[config.mk]
export PLATFORM = sky130hd
export DESIGN_NAME = multicycle_controller_flat
export DESIGN_NICKNAME = d
export VERILOG_FILES = /design/src/rtl/multicycle_controller_pkg.sv /design/src/rtl/multicycle_controller_if.sv /design/src/rtl/multicycle_controller_decode.sv /design/src/rtl/multicycle_controller.sv /design/src/flat_wrapper.sv
export SDC_FILE = /design/constraint.sdc
export NUM_CORES = 1
export LEC_CHECK = 0
export CORE_UTILIZATION = 34
export CTS_BUF_LIST = sky130_fd_sc_hd__clkbuf_16
export DETAILED_ROUTE_END_ITERATION = 10
export HOLD_SLACK_MARGIN = 0.03
export PLACE_DENSITY = 0.71
export SYNTH_ARGS = -nofsm -noshare
export SYNTH_HDL_FRONTEND = slang
export SYNTH_SLANG_ARGS = --single-unit
[constraint.sdc]
create_clock -name CLK -period 3.1 [get_ports CLK]
set_input_delay 0.465 -clock CLK [delete_from_list [all_inputs] [get_ports CLK]]
set_output_delay 0.465 -clock CLK [all_outputs]
set_load 0.1 [all_outputs]
[src/rtl/multicycle_controller_pkg.sv]
// Shared types for the multicycle MIPS controller: opcodes, functs, ALU ops,
// controller states, datapath selects and the decoded-instruction bundle.
package multicycle_controller_pkg;

  typedef enum logic [5:0] {
    OP_RTYPE = 6'h00,
    OP_J     = 6'h02,
    OP_JAL   = 6'h03,
    OP_BEQ   = 6'h04,
    OP_BNE   = 6'h05,
    OP_ADDI  = 6'h08,
    OP_ADDIU = 6'h09,
    OP_SLTI  = 6'h0A,
    OP_SLTIU = 6'h0B,
    OP_ANDI  = 6'h0C,
    OP_ORI   = 6'h0D,
    OP_XORI  = 6'h0E,
    OP_LUI   = 6'h0F,
    OP_LW    = 6'h23,
    OP_SW    = 6'h2B,
    OP_HALT  = 6'h3F
  } opcode_t;

  typedef enum logic [5:0] {
    FN_SLL  = 6'h00,
    FN_SRL  = 6'h02,
    FN_JR   = 6'h08,
    FN_ADD  = 6'h20,
    FN_ADDU = 6'h21,
    FN_SUB  = 6'h22,
    FN_SUBU = 6'h23,
    FN_AND  = 6'h24,
    FN_OR   = 6'h25,
    FN_XOR  = 6'h26,
    FN_NOR  = 6'h27,
    FN_SLT  = 6'h2A,
    FN_SLTU = 6'h2B
  } funct_t;

  typedef enum logic [3:0] {
    ALU_SLL  = 4'd0,
    ALU_SRL  = 4'd1,
    ALU_ADD  = 4'd2,
    ALU_SUB  = 4'd3,
    ALU_AND  = 4'd4,
    ALU_OR   = 4'd5,
    ALU_XOR  = 4'd6,
    ALU_NOR  = 4'd7,
    ALU_SLT  = 4'd8,
    ALU_SLTU = 4'd9
  } aluop_t;

  typedef enum logic [2:0] {
    FETCH  = 3'd0,
    DECODE = 3'd1,
    EXEC   = 3'd2,
    MEMRD  = 3'd3,
    MEMWR  = 3'd4,
    WBACK  = 3'd5,
    HALTED = 3'd6
  } mc_state_t;

  typedef enum logic [1:0] {
    PC_NEXT   = 2'd0,
    PC_BRANCH = 2'd1,
    PC_JUMP   = 2'd2,
    PC_RS     = 2'd3
  } pcsrc_t;

  typedef enum logic [1:0] {
    RD_RT = 2'd0,
    RD_RD = 2'd1,
    RD_RA = 2'd2
  } regdst_t;

  typedef enum logic [1:0] {
    WD_ALU = 2'd0,
    WD_MEM = 2'd1,
    WD_PC4 = 2'd2,
    WD_LUI = 2'd3
  } regwdsel_t;

  typedef struct packed {
    regdst_t   regdst;
    regwdsel_t regwdsel;
    pcsrc_t    pcsrc;
    logic      alusrc;
    logic      extop;
    aluop_t    aluop;
    logic      is_branch;
    logic      branch_ne;
    logic      is_load;
    logic      is_store;
    logic      is_jump;
    logic      is_jal;
    logic      is_jr;
    logic      is_halt;
    logic      is_illegal;
  } dec_t;

endpackage

[src/rtl/multicycle_controller_if.sv]
// Controller <-> datapath/request-unit bundle: instruction and hit inputs,
// strobes, selects and counters.
interface multicycle_controller_if
  import multicycle_controller_pkg::*;
#(
  parameter int WORD_W = 32,
  parameter int CNT_W  = 16
);
  logic [WORD_W-1:0] instruction;
  logic              ihit;
  logic              dhit;
  logic              zero;
  logic              iREN;
  logic              dREN;
  logic              dWEN;
  logic              irWEN;
  logic              pcWEN;
  logic              RegWEN;
  regdst_t           RegDst;
  regwdsel_t         RegWDsel;
  pcsrc_t            PCSrc;
  logic              ALUSrc;
  logic              ExtOp;
  aluop_t            aluop;
  logic              halt;
  logic              illegal;
  logic [CNT_W-1:0]  retired;
  logic [CNT_W-1:0]  cycles;

  modport master (
    input  instruction, ihit, dhit, zero,
    output iREN, dREN, dWEN, irWEN, pcWEN, RegWEN, RegDst, RegWDsel, PCSrc,
           ALUSrc, ExtOp, aluop, halt, illegal, retired, cycles
  );

  modport slave (
    output instruction, ihit, dhit, zero,
    input  iREN, dREN, dWEN, irWEN, pcWEN, RegWEN, RegDst, RegWDsel, PCSrc,
           ALUSrc, ExtOp, aluop, halt, illegal, retired, cycles
  );
endinterface

[src/rtl/multicycle_controller_decode.sv]
// Combinational instruction decode: datapath selects, ALU op and class flags.
// Unknown opcodes and unknown R-type functs both flag is_illegal.
module mc_decode
  import multicycle_controller_pkg::*;
#(
  parameter int WORD_W = 32
) (
  input  logic [WORD_W-1:0] instruction_i,
  output dec_t              dec_o
);
  opcode_t op;
  funct_t  fn;
  logic    unused_fields;

  assign op            = opcode_t'(instruction_i[WORD_W-1 -: 6]);
  assign fn            = funct_t'(instruction_i[5:0]);
  assign unused_fields = ^instruction_i[WORD_W-7:6];

  always_comb begin
    dec_o = '0;
    unique case (op)
      OP_RTYPE: begin
        dec_o.regdst = RD_RD;
        case (fn)
          FN_SLL:          begin dec_o.alusrc = 1'b1; dec_o.aluop = ALU_SLL; end
          FN_SRL:          begin dec_o.alusrc = 1'b1; dec_o.aluop = ALU_SRL; end
          FN_JR:           begin dec_o.is_jr = 1'b1; dec_o.pcsrc = PC_RS; end
          FN_ADD, FN_ADDU: dec_o.aluop = ALU_ADD;
          FN_SUB, FN_SUBU: dec_o.aluop = ALU_SUB;
          FN_AND:          dec_o.aluop = ALU_AND;
          FN_OR:           dec_o.aluop = ALU_OR;
          FN_XOR:          dec_o.aluop = ALU_XOR;
          FN_NOR:          dec_o.aluop = ALU_NOR;
          FN_SLT:          dec_o.aluop = ALU_SLT;
          FN_SLTU:         dec_o.aluop = ALU_SLTU;
          default:         dec_o.is_illegal = 1'b1;
        endcase
      end
      OP_J:   begin dec_o.is_jump = 1'b1; dec_o.pcsrc = PC_JUMP; end
      OP_JAL: begin
        dec_o.is_jal   = 1'b1;
        dec_o.pcsrc    = PC_JUMP;
        dec_o.regdst   = RD_RA;
        dec_o.regwdsel = WD_PC4;
      end
      OP_BEQ, OP_BNE: begin
        dec_o.is_branch = 1'b1;
        dec_o.branch_ne = (op == OP_BNE);
        dec_o.extop     = 1'b1;
        dec_o.aluop     = ALU_SUB;
      end
      OP_ADDI, OP_ADDIU: begin dec_o.alusrc = 1'b1; dec_o.extop = 1'b1; dec_o.aluop = ALU_ADD; end
      OP_SLTI:  begin dec_o.alusrc = 1'b1; dec_o.extop = 1'b1; dec_o.aluop = ALU_SLT; end
      OP_SLTIU: begin dec_o.alusrc = 1'b1; dec_o.extop = 1'b1; dec_o.aluop = ALU_SLTU; end
      OP_ANDI:  begin dec_o.alusrc = 1'b1; dec_o.aluop = ALU_AND; end
      OP_ORI:   begin dec_o.alusrc = 1'b1; dec_o.aluop = ALU_OR; end
      OP_XORI:  begin dec_o.alusrc = 1'b1; dec_o.aluop = ALU_XOR; end
      OP_LUI:   begin dec_o.alusrc = 1'b1; dec_o.regwdsel = WD_LUI; dec_o.aluop = ALU_ADD; end
      OP_LW: begin
        dec_o.is_load  = 1'b1;
        dec_o.alusrc   = 1'b1;
        dec_o.extop    = 1'b1;
        dec_o.aluop    = ALU_ADD;
        dec_o.regwdsel = WD_MEM;
      end
      OP_SW: begin
        dec_o.is_store = 1'b1;
        dec_o.alusrc   = 1'b1;
        dec_o.extop    = 1'b1;
        dec_o.aluop    = ALU_ADD;
      end
      OP_HALT: dec_o.is_halt = 1'b1;
      default: dec_o.is_illegal = 1'b1;
    endcase
  end
endmodule

[src/rtl/multicycle_controller.sv]
// Multicycle MIPS controller: sequences FETCH..WBACK around ihit/dhit handshakes,
// drives datapath strobes/selects and keeps saturating retired/cycle counters.
module multicycle_controller
  import multicycle_controller_pkg::*;
#(
  parameter int WORD_W = 32,
  parameter int CNT_W  = 16
) (
  input logic                    CLK,
  input logic                    RST,
  multicycle_controller_if.master bus
);
  localparam logic [CNT_W-1:0] CNT_MAX = '1;

  mc_state_t        state_q, state_d;
  dec_t             dec;
  pcsrc_t           pcsrc;
  logic             sel_active;
  logic             iren, dren, dwen, irwen, pcwen, regwen, illegal;
  logic [CNT_W-1:0] retired_q, retired_d, cycles_q, cycles_d;

  mc_decode #(.WORD_W(WORD_W)) u_decode (
    .instruction_i (bus.instruction),
    .dec_o         (dec)
  );

  // Strobes are forced low while RST is held so reset takes effect mid-cycle.
  always_comb begin
    state_d = state_q;
    iren    = 1'b0;
    dren    = 1'b0;
    dwen    = 1'b0;
    irwen   = 1'b0;
    pcwen   = 1'b0;
    regwen  = 1'b0;
    illegal = 1'b0;
    if (!RST) begin
      case (state_q)
        FETCH: begin
          iren = 1'b1;
          if (bus.ihit) begin
            irwen   = 1'b1;
            state_d = DECODE;
          end
        end
        DECODE: begin
          if (dec.is_halt) begin
            state_d = HALTED;
          end else if (dec.is_jump) begin
            pcwen   = 1'b1;
            state_d = FETCH;
          end else if (dec.is_jal) begin
            state_d = WBACK;
          end else if (dec.is_illegal) begin
            illegal = 1'b1;
            pcwen   = 1'b1;
            state_d = FETCH;
          end else begin
            state_d = EXEC;
          end
        end
        EXEC: begin
          if (dec.is_branch || dec.is_jr) begin
            pcwen   = 1'b1;
            state_d = FETCH;
          end else if (dec.is_load) begin
            state_d = MEMRD;
          end else if (dec.is_store) begin
            state_d = MEMWR;
          end else begin
            state_d = WBACK;
          end
        end
        MEMRD: begin
          dren = 1'b1;
          if (bus.dhit) state_d = WBACK;
        end
        MEMWR: begin
          dwen = 1'b1;
          if (bus.dhit) begin
            pcwen   = 1'b1;
            state_d = FETCH;
          end
        end
        WBACK: begin
          regwen  = 1'b1;
          pcwen   = 1'b1;
          state_d = FETCH;
        end
        HALTED:  state_d = HALTED;
        default: state_d = FETCH;
      endcase
    end
  end

  always_comb begin
    pcsrc = dec.pcsrc;
    if (dec.is_branch) pcsrc = (bus.zero ^ dec.branch_ne) ? PC_BRANCH : PC_NEXT;
  end

  assign retired_d = (pcwen && retired_q != CNT_MAX) ? retired_q + CNT_W'(1) : retired_q;
  assign cycles_d  = (state_q != HALTED && cycles_q != CNT_MAX) ? cycles_q + CNT_W'(1) : cycles_q;

  always_ff @(posedge CLK or posedge RST) begin
    if (RST) begin
      state_q   <= FETCH;
      retired_q <= '0;
      cycles_q  <= '0;
    end else begin
      state_q   <= state_d;
      retired_q <= retired_d;
      cycles_q  <= cycles_d;
    end
  end

  // Selects track the decoded instruction from DECODE through its last state.
  assign sel_active = !RST && (state_q != FETCH) && (state_q != HALTED);

  assign bus.RegDst   = sel_active ? dec.regdst   : RD_RT;
  assign bus.RegWDsel = sel_active ? dec.regwdsel : WD_ALU;
  assign bus.PCSrc    = sel_active ? pcsrc        : PC_NEXT;
  assign bus.ALUSrc   = sel_active & dec.alusrc;
  assign bus.ExtOp    = sel_active & dec.extop;
  assign bus.aluop    = sel_active ? dec.aluop    : aluop_t'(4'd0);

  assign bus.iREN    = iren;
  assign bus.dREN    = dren;
  assign bus.dWEN    = dwen;
  assign bus.irWEN   = irwen;
  assign bus.pcWEN   = pcwen;
  assign bus.RegWEN  = regwen;
  assign bus.illegal = illegal;
  assign bus.halt    = !RST && (state_q == HALTED);
  assign bus.retired = retired_q;
  assign bus.cycles  = cycles_q;
endmodule

[src/flat_wrapper.sv]
// flat-port wrapper written by rule: the top's interface ports become plain ports
module multicycle_controller_flat import multicycle_controller_pkg::*;
#(
  parameter int WORD_W = 32,
  parameter int CNT_W  = 16
)
  (CLK, RST, bus_instruction, bus_ihit, bus_dhit, bus_zero, bus_iREN, bus_dREN, bus_dWEN, bus_irWEN, bus_pcWEN, bus_RegWEN, bus_RegDst, bus_RegWDsel, bus_PCSrc, bus_ALUSrc, bus_ExtOp, bus_aluop, bus_halt, bus_illegal, bus_retired, bus_cycles);
  multicycle_controller_if #(.WORD_W(WORD_W), .CNT_W(CNT_W)) bus_i ();
  input logic CLK;
  input logic RST;
  input wire logic [$bits(bus_i.instruction)-1:0] bus_instruction;
  input wire logic [$bits(bus_i.ihit)-1:0] bus_ihit;
  input wire logic [$bits(bus_i.dhit)-1:0] bus_dhit;
  input wire logic [$bits(bus_i.zero)-1:0] bus_zero;
  output wire logic [$bits(bus_i.iREN)-1:0] bus_iREN;
  output wire logic [$bits(bus_i.dREN)-1:0] bus_dREN;
  output wire logic [$bits(bus_i.dWEN)-1:0] bus_dWEN;
  output wire logic [$bits(bus_i.irWEN)-1:0] bus_irWEN;
  output wire logic [$bits(bus_i.pcWEN)-1:0] bus_pcWEN;
  output wire logic [$bits(bus_i.RegWEN)-1:0] bus_RegWEN;
  output wire logic [$bits(bus_i.RegDst)-1:0] bus_RegDst;
  output wire logic [$bits(bus_i.RegWDsel)-1:0] bus_RegWDsel;
  output wire logic [$bits(bus_i.PCSrc)-1:0] bus_PCSrc;
  output wire logic [$bits(bus_i.ALUSrc)-1:0] bus_ALUSrc;
  output wire logic [$bits(bus_i.ExtOp)-1:0] bus_ExtOp;
  output wire logic [$bits(bus_i.aluop)-1:0] bus_aluop;
  output wire logic [$bits(bus_i.halt)-1:0] bus_halt;
  output wire logic [$bits(bus_i.illegal)-1:0] bus_illegal;
  output wire logic [$bits(bus_i.retired)-1:0] bus_retired;
  output wire logic [$bits(bus_i.cycles)-1:0] bus_cycles;
  assign bus_i.instruction = bus_instruction;
  assign bus_i.ihit = bus_ihit;
  assign bus_i.dhit = bus_dhit;
  assign bus_i.zero = bus_zero;
  assign bus_iREN = bus_i.iREN;
  assign bus_dREN = bus_i.dREN;
  assign bus_dWEN = bus_i.dWEN;
  assign bus_irWEN = bus_i.irWEN;
  assign bus_pcWEN = bus_i.pcWEN;
  assign bus_RegWEN = bus_i.RegWEN;
  assign bus_RegDst = bus_i.RegDst;
  assign bus_RegWDsel = bus_i.RegWDsel;
  assign bus_PCSrc = bus_i.PCSrc;
  assign bus_ALUSrc = bus_i.ALUSrc;
  assign bus_ExtOp = bus_i.ExtOp;
  assign bus_aluop = bus_i.aluop;
  assign bus_halt = bus_i.halt;
  assign bus_illegal = bus_i.illegal;
  assign bus_retired = bus_i.retired;
  assign bus_cycles = bus_i.cycles;
  multicycle_controller #(.WORD_W(WORD_W), .CNT_W(CNT_W)) u_core (.CLK(CLK), .RST(RST), .bus(bus_i));
endmodule
Word level (Yosys, flattened, before mapping)
Cells that the tools add are included.
Widths: inputs -> output; s select.
- bits in registers: 35
- input bits: 37
- output and inout port bits: 52
- word-level logic and storage cells: 129
- $add $sub $neg: 2
- equal/unequal tests: 39
- multiplexer cells: 59
- bitwise gates (word level): 4
- reductions and logical operators: 22
- operators by type and width (kind ; count):
    $eq 6x6->1 const B ; 13
    $eq 6x4->1 const B ; 9
    $pmux 4 s9 ; 1
    $mux 1 ; 34
    $add 16x1->16 const B ; 2
    $ne 16x16->1 const B ; 2
    $pmux 4 s8 ; 1
    $mux 3 ; 8
    $eq 6x2->1 const B ; 3
    $pmux 3 s6 ; 1
    $reduce_or 15->1 ; 1
    $mux 2 ; 7
    $reduce_or 13->1 ; 1
    $eq 6x3->1 const B ; 2
    $logic_not 6->1 ; 2
    $reduce_or 10->1 ; 1
    $reduce_or 2->1 ; 5
    $eq 3x3->1 const B ; 3
    $pmux 2 s2 ; 2
    $reduce_or 8->1 ; 1
    $eq 3x2->1 const B ; 2
    $ne 2x2->1 const B ; 3
    $pmux 2 s3 ; 1
    $logic_and 1x1->1 ; 5
    14 further kinds ; 16

Longest topological paths before layout
- depth after elaboration: 11
- gate-level depth with buffers: 9
- gate-level depth less buffers: 7

Cells and area by module
Synthesis repeated with hierarchy kept, for this count alone.
- cell total of the unflattened synthesis: 287
- area total of the unflattened synthesis: 2464.9 µm²
- by module, submodules not included (module ; instances ; cells each ; area each (µm²) ; sequential area each (µm²)):
    multicycle_controller ; 1 ; 213 ; 2023.2 ; 875.8
    mc_decode ; 1 ; 74 ; 441.7 ; 0.0

Worst setup path before layout
Ideal clock, no wire load.
- path kind: reg-to-output
- start point: register u_core.state_q[2]
- end point: output port bus_irWEN
- data arrival time: 4664 ps
- required time: 2635 ps
- slack: -2029 ps
- stages on the path, launching flop included: 5
- path buffers: 2
- cell sequence: dfrtp_1 -> clkbuf_1 -> clkbuf_1 -> nor4_1 -> and2_1
- word-level cells in the longest chain between the ends: 3
- ends and longest elaborated chain (element ; line ; RTL):
    start: declaration ; multicycle_controller.sv:15 ; mc_state_t state_q, state_d;
    start signal: assignment ; multicycle_controller.sv:110 ; state_q <= state_d;
    $logic_not 3->1 ; multicycle_controller.sv:38 ; case (state_q)
    $mux 1 ; multicycle_controller.sv:38 ;
    $mux 1 ; multicycle_controller.sv:37 ; if (!RST) begin
    end: declaration ; flat_wrapper.sv:18 ; output wire logic [$bits(bus_i.irWEN)-1:0] bus_irWEN;
No other way between the ends.

Worst setup path in the final report
- start point: input port bus_instruction[28]
- end point: output port bus_pcWEN
- word-level cells in the longest chain between the ends: 9
- elaborated cells on any way between the ends: 32
- classes of those cells: eq/ne (15); mux (13); reduce/logical (4)
- ends and longest elaborated chain (element ; line ; RTL):
    start: declaration ; flat_wrapper.sv:11 ; input wire logic [$bits(bus_i.instruction)-1:0] bus_instruction;
    $eq 6x3->1, or another cell as far along ; multicycle_controller_decode.sv:21 ; unique case (op)
    $reduce_or 15->1 (no source line) ; n/a ;
    $pmux 1 s2 ; multicycle_controller_decode.sv:21 ;
    $mux 1 ; multicycle_controller.sv:54 ; end else if (dec.is_illegal) begin
    $mux 1 ; multicycle_controller.sv:52 ; end else if (dec.is_jal) begin
    $mux 1 ; multicycle_controller.sv:49 ; end else if (dec.is_jump) begin
    $mux 1 ; multicycle_controller.sv:47 ; if (dec.is_halt) begin
    $pmux 1 s4 (*) ; multicycle_controller.sv:38 ;
    $mux 1 (*) ; multicycle_controller.sv:37 ;
    end: declaration ; flat_wrapper.sv:19 ; output wire logic [$bits(bus_i.pcWEN)-1:0] bus_pcWEN;
Every way passes the cells marked *; elsewhere a longest branch is shown, timed or not.

==> results.md <==
* Fillers at 573
* Vias in the first global route at 2,308
* Peak Freq at 332 MHz
* Power Density at 808 nW/um^2
* Status: complete, but fails checks
* DR iter-0 viols at 221
* Routability cong. at 0.868
* R2R Setup Slk at 0.75 ns
* Clock Root Buffer: clkbuf_16
* Share of layout cells above drive strength 1 at 0.314
* H-tree depth at 2
* # DRC at 6
* Ant diodes at 0
* Die X at 84.8 um
* Post-synthesis sequential area ratio at 0.376
* DRT Pass-1 Iters at 8
* Die Ht at 84.8 um
* Die area at 7190 um^2
* Util after Layout at 0.560
* Initial Util at 0.359
* Hold Vio Cnt, Final at 0
* # setup viols final at 0
* Reg2reg start: u_core.state_q[0]
* Synth unique cells at 54
* WL/cell at 14.6 um
* Worst-path clk slew at 0.06 ns
* Cts bufs inserted at 5
* GRT Total Usage at 0.186
* Number of enable flip-flop cells after synthesis at 0
* GR Overflow Total at 0
* DP HPWL at 4.87 mm
* Area taken by multi-input logic gates at 1510 um^2
* Syn nets at 315
* Max-slew headroom at 0.585
* First-pass GRT wire length at 10.7 mm
* FF-to-FF End: u_core.bus.retired[4]
* Remaining antenna violation count at 0
* Worst vdd ir at 0.000613 V
* Violated checks: design-rule violations
* Clock latency on the worst-skew pair at 0.28 ns
* CTS Hold Bufs at 0
* Final Power at 2940 uW
* Max incr delay on CP at 0.48 ns
* Cells after synthesis at 276
* Slowest cell on the critical path: clkdlybuf4s50_1
* Leading cell type in the layout, fill and taps excluded: buf_4
* Port bufs at 68
* Worst Hold End: u_core.bus.cycles[12]
* Core Area at 6490 um^2
* Via count at 2,364
* Synth async-reset ratio at 1.00
* RSZ-0062 raised after global routing: false
* Largest net degree at the start of global routing at 38
* Commonest cells after routing, fill and taps aside: buf_4 (60), dfrtp_1 (35), nor2_1 (33)
* Initial antenna violation count at 0
* Critical path endpoint category: output pin
* Startpoint class of the critical path: input pin
* Kind of critical path: input pin to output pin
* Final period util at 0.971
* Crit-path cells: clkdlybuf4s50_1 > buf_4 > or3b_1 > or3_1 > nor2_2 > o311ai_4 > nand2_2 > buf_12
* Crit path from: bus_instruction[28]
* Clock sinks at 35
* Syn Area/Cell at 8.45 um^2
* Synth Cell Area at 2330 um^2
* Hold depth at 1
* Required time of the critical path at 2.63 ns
* Worst reg2reg path depth at 7
* Rows at 29
* Via-per-instance ratio at 5.37
* I/O pins at 89
* Clock period minus worst slack at 3.01 ns
* Worst Path Arrival at 2.55 ns
* Post-synth top flop: dfrtp_1
* CP max FO at 11
* TritonCTS clock tree: built
* Worst Tran Pin Value at 0.606 ns
* Reg area at 876 um^2
* P_leak at 0.00159 uW
* Worst Hold Class: flip-flop to flip-flop
* Hold Startpoint: u_core.bus.cycles[12]
* Post-layout nets at 401
* Synthesis-to-layout area growth at 55.9%
* Final Skew at 0.00427 ns
* Final hold slack at 0.494 ns
* Flop and latch count out of synthesis at 35
* Slew Limit Fails at 0
* Max-Cap Viols at 0
* WL final at 6.43 mm
* Max Buffers Root-to-Sink at 2
* Synth Warn # at 0
==> repair_timing <==
item                       4_1_cts  5_1_grt
pin swaps                        1        2
setup endpoints to repair        1        2
resized for setup                0        4
setup buffers                    0        1
==> kinds of logic (layout without fill, tap and decap cells) <==
family | count (synthesis) | after routing | synth area share
compound gates | 44 | 44 | 0.137
flops | 35 | 35 | 0.376
fa+ha+maj | 2 | 2 | 0.0107
simple gates | 137 | 137 | 0.300
buf+inv | 23 | 110 | 0.0418
xor+xnor | 31 | 31 | 0.116
mux | 4 | 4 | 0.0188
==> worst max-delay path by stage <==
stage | depth (start not counted) | slack [ns] | to
2_1_floorplan | 4 | -0.08 | bus_irWEN
3_3_place_gp | 7 | 0.009 | bus_pcWEN
3_5_place_dp | 10 | -0.007 | u_core.bus.retired[12]
4_1_cts | 7 | 0.005 | bus_pcWEN
5_1_grt | 8 | 0.03 | bus_pcWEN
6_report | 8 | 0.09 | bus_pcWEN
==> layer usage <==
layer / vias to the layer above / track usage / wire, um / part of all wire
met5: - / 0 / 0 / 0
met4: 0 / 0.0616 / 46 / 0.0072
met3: 8 / 0.0340 / 284 / 0.044
met2: 63 / 0.303 / 3100 / 0.48
met1: 1122 / 0.250 / 3010 / 0.47
li1: 1171 / - / - / -
==> registers in the layout (all words and copies together), names as in the netlist <==
| register | cells |
|---|---|
| u_core.state_q | 3 |
| u_core.bus.cycles | 16 |
| u_core.bus.retired | 16 |
==> area by class of cell <==
class,instances,area share
multi-input combinational,218,0.414
timing repair buffer,93,0.262
sequential,35,0.241
clock buffer,5,0.0344
tap,77,0.0265
clock inverter,3,0.0120
inverter,9,0.0103
==> cells in the mapped netlist, types with 2 or more instances <==
master	count	area (um^2)
a211oi_1	3	22.5
a21oi_1	14	70.1
a31oi_1	3	18.8
and2_1	4	25.0
and3_1	4	25.0
and4_1	2	17.5
buf_2	3	15.0
clkbuf_1	10	37.5
dfrtp_1	35	876
ha_1	2	25.0
inv_1	9	33.8
mux2_2	3	33.8
nand2_1	24	90.1
nand2b_1	4	25.0
nand3_1	16	80.1
nand4_1	12	75.1
nand4b_1	2	17.5
nor2_1	38	143
nor2b_1	3	18.8
nor3_1	9	45.0
nor3b_1	2	15.0
nor4_1	6	37.5
o21ai_0	4	20.0
o32ai_1	3	26.3
or3_1	3	18.8
xnor2_1	21	184
xor2_1	10	87.6
==> power breakdown <==
group	leakage, uW	switching (uW)	internal (uW)	total [uW]
clock	0.0000838	196	379	575
sequential	0.000460	162	558	720
combinational	0.00105	1180	463	1640
==> metrics by stage <==
step / std cells / setup slack [ns] / setup TNS [ns] / instance area [um^2]
floorplan: 276 / -0.0782 / -0.127 / 2460
global placement: 431 / 0.00943 / 0 / 3440
detailed placement: 431 / -0.00692 / -0.00692 / 3440
CTS: 439 / 0.00480 / 0 / 3610
global route: 440 / 0.0268 / 0 / 3640
finish: 440 / 0.0886 / 0 / 3640
==> worst max-delay path, delay by kind of cell <==
kind / cells / cell delay [ns]
simple gates: 4 / 1.07
buf+inv: 3 / 0.84
compound gates: 1 / 0.16
Power figures use the tool's default switching activity.
==> RTL edit: new RTL, same flow settings <==
`CNT_W` is set to 16 in 3 places; all go to 32.
--- a/src/rtl/multicycle_controller_if.sv
+++ b/src/rtl/multicycle_controller_if.sv
@@ -5,5 +5,5 @@
 #(
   parameter int WORD_W = 32,
-  parameter int CNT_W  = 16
+  parameter int CNT_W  = 32
 );
   logic [WORD_W-1:0] instruction;
--- a/src/rtl/multicycle_controller.sv
+++ b/src/rtl/multicycle_controller.sv
@@ -5,5 +5,5 @@
 #(
   parameter int WORD_W = 32,
-  parameter int CNT_W  = 16
+  parameter int CNT_W  = 32
 ) (
   input logic                    CLK,
--- a/src/flat_wrapper.sv
+++ b/src/flat_wrapper.sv
@@ -3,5 +3,5 @@
 #(
   parameter int WORD_W = 32,
-  parameter int CNT_W  = 16
+  parameter int CNT_W  = 32
 )
   (CLK, RST, bus_instruction, bus_ihit, bus_dhit, bus_zero, bus_iREN, bus_dREN, bus_dWEN, bus_irWEN, bus_pcWEN, bus_RegWEN, bus_RegDst, bus_RegWDsel, bus_PCSrc, bus_ALUSrc, bus_ExtOp, bus_aluop, bus_halt, bus_illegal, bus_retired, bus_cycles);
Ports: changed (resized bus_cycles and bus_retired); port bits go from 89 to 121. The function was not compared with the original's and may differ.
==> RTL edit against the original RTL <==
  * Area after synthesis increased by 73%
  * Sequential cell count increased by 32
  * Critical path depth is 2 lower
  * Setup slack improved by 5.3 ps
  * Count of clock-buffer cells in the layout grew 4
  * Critical endpoint is now bus_aluop[3]
  * Total power is 31% higher
  * Die area grew 71%
  * Register-to-register slack got worse by 380 ps
  * Wire length increased by 70%
  * Fmax increased by 0.18%
  * Cell area up 60%
==> RTL edit: results (changes against the original RTL) <==
Cells and area
  • Clock network area share: 4.898% (+0.25 points)
  • Non-CTS buffers: 132 (+42%)
  • # fillers: 1046 (+83%)
  • Layout cells sized above 1: 29.95% (-1.5 points)
  • Multi-input combinational area share: 40.34% (-1.1 points)
  • Multi-input combinational cell count: 334 (+53%)
  • NonClk Buf Share: 22.06% (-4.1 points)
  • Final Net Count: 595 (+48%)
  • Layout Cell Area excl Fill: 5824 sq um (+60%)
  • FF+latch area: 1677 sq um (+91%)
  • Inverters: 12 (+3)

Global route
  • Global-route wire length before repair: 18220 microns (+70%)
  • Vias in the first global route: 3644 (+58%)
  • Largest net degree at the start of global routing: 68 (+79%)
  • GRT Overall Usage: 18.14% (-0.42 points)

Drt
  • Vias per cell: 5.362 (-0.20%)
  • Post-Route WL: 10970 microns (+70%)
  • DRC errors left: 0 (-6)
  • Iter 0 DRT Violations: 224 (+1.4%)
  • Via Count: 3775 (+60%)
  • Iteration count of the initial detailed-routing pass: 4 (-4)

Synth
  • Commonest cells in the synthesized netlist: dfrtp_1, xor2_1, nor2_1
  • Unique cell type count in the Yosys netlist: 56 (+3.7%)
  • Synth Area per Inst: 9.336 sq um (+10%)
  • Synth area leaders: dfrtp_1, xor2_1, xnor2_1
  • Post-synthesis sequential area ratio: 41.67% (+4.1 points)

Worst setup path
  • Worst EP arrival: 2540 ps (about the same)
  • Largest fanout on the critical path: 2 (-9)
  • Slowest-stage cell, CP: or4b_4
  • CP max stage delay: 520 ps (+40 ps)

Placed design
  • Placed cell area: 5493 sq um (+60%)
  • Gpl congestion: 0.8494 (-2.2%)
  • DP Wirelength: 7968 microns (+64%)
  • Pre-CTS setup slack: -158.7 ps (-151.7 ps)

Clock tree
  • Skew-Pair Late Insertion Delay: 340 ps (+60 ps)
  • H-tree lvl count: 3 (+1)
  • Num CTS Buffers: 9 (+4)
  • Num Clock Sinks: 67 (+91%)

Floorplan
  • Die area: 12270 sq um (+71%)

Timing
  • Worst Skew: 5.759 ps (+1.494 ps)
  • Rel. slew slack: 42.14% (-16 points)

Pwr
  • Worst VDD drop: 0.5523 mV (-9.9%)

Outcome
  • Status: completed
[RTL edit: cell count changes after synthesis, moves of 4 or more]
cell / delta
dfrtp_1: +32
xor2_1: +31
nor3_1: +21
nand3_1: +12
nand2_1: +7
and4_1: +6
nor4_2: +6
nand2b_1: +5
o21ai_0: +5
and3_1: +4
nor2_1: -4
nor4b_2: +4
[RTL edit: logic make-up (layout without fill, tap and decap cells)]
logic type	after synthesis	after routing	share of synthesized area, %
flip-flops	67	67	41.67
multiplexers	3	3	0.8395
buffers and inverters	30	160	3.172
AND/OR/NAND/NOR	215	215	31.03
adder cells (fa/ha/maj)	2	2	0.6218
AO/OA/AOI/OAI	50	50	8.738
XOR/XNOR	64	64	13.93
[RTL edit: routing by layer]
metal | vias to the layer above | share of wire [%] | GRT usage, %
met5 | - | 0 | 0
met4 | 0 | 1.5 | 6.133
met1 | 1848 | 46 | 24.31
met3 | 14 | 4.6 | 4.101
li1 | 1806 | - | -
met2 | 107 | 48 | 28.82
[RTL edit: timing repair]
item                       4_1_cts  5_1_grt
gates resized for setup          6        2
setup endpoints to repair        4        3
pin swaps                        5        3
gates cloned                     0        0
setup buffers                    3        0
[RTL edit: path summary, 6_finish.rpt]
path,from,endpoint,slack (ps),cells after the start
max,bus_instruction[30],bus_aluop[3],90,6
min,u_core.bus.retired[15],u_core.bus.retired[15],490,1
max reg2reg,u_core.bus.retired[0],u_core.bus.retired[6],370,8
min reg2reg,u_core.bus.retired[15],u_core.bus.retired[15],490,1
max in group asynchronous,RST,u_core.bus.retired[10],1690,3
min in group asynchronous,RST,u_core.state_q[1],830,3
[RTL edit: where the power goes]
part           total [W]  internal, W  switching (W)  leakage (nW)
clock network   0.000983     0.000611       0.000371         0.144
registers        0.00111     0.000967       0.000139         0.902
logic            0.00175     0.000511        0.00124          1.59
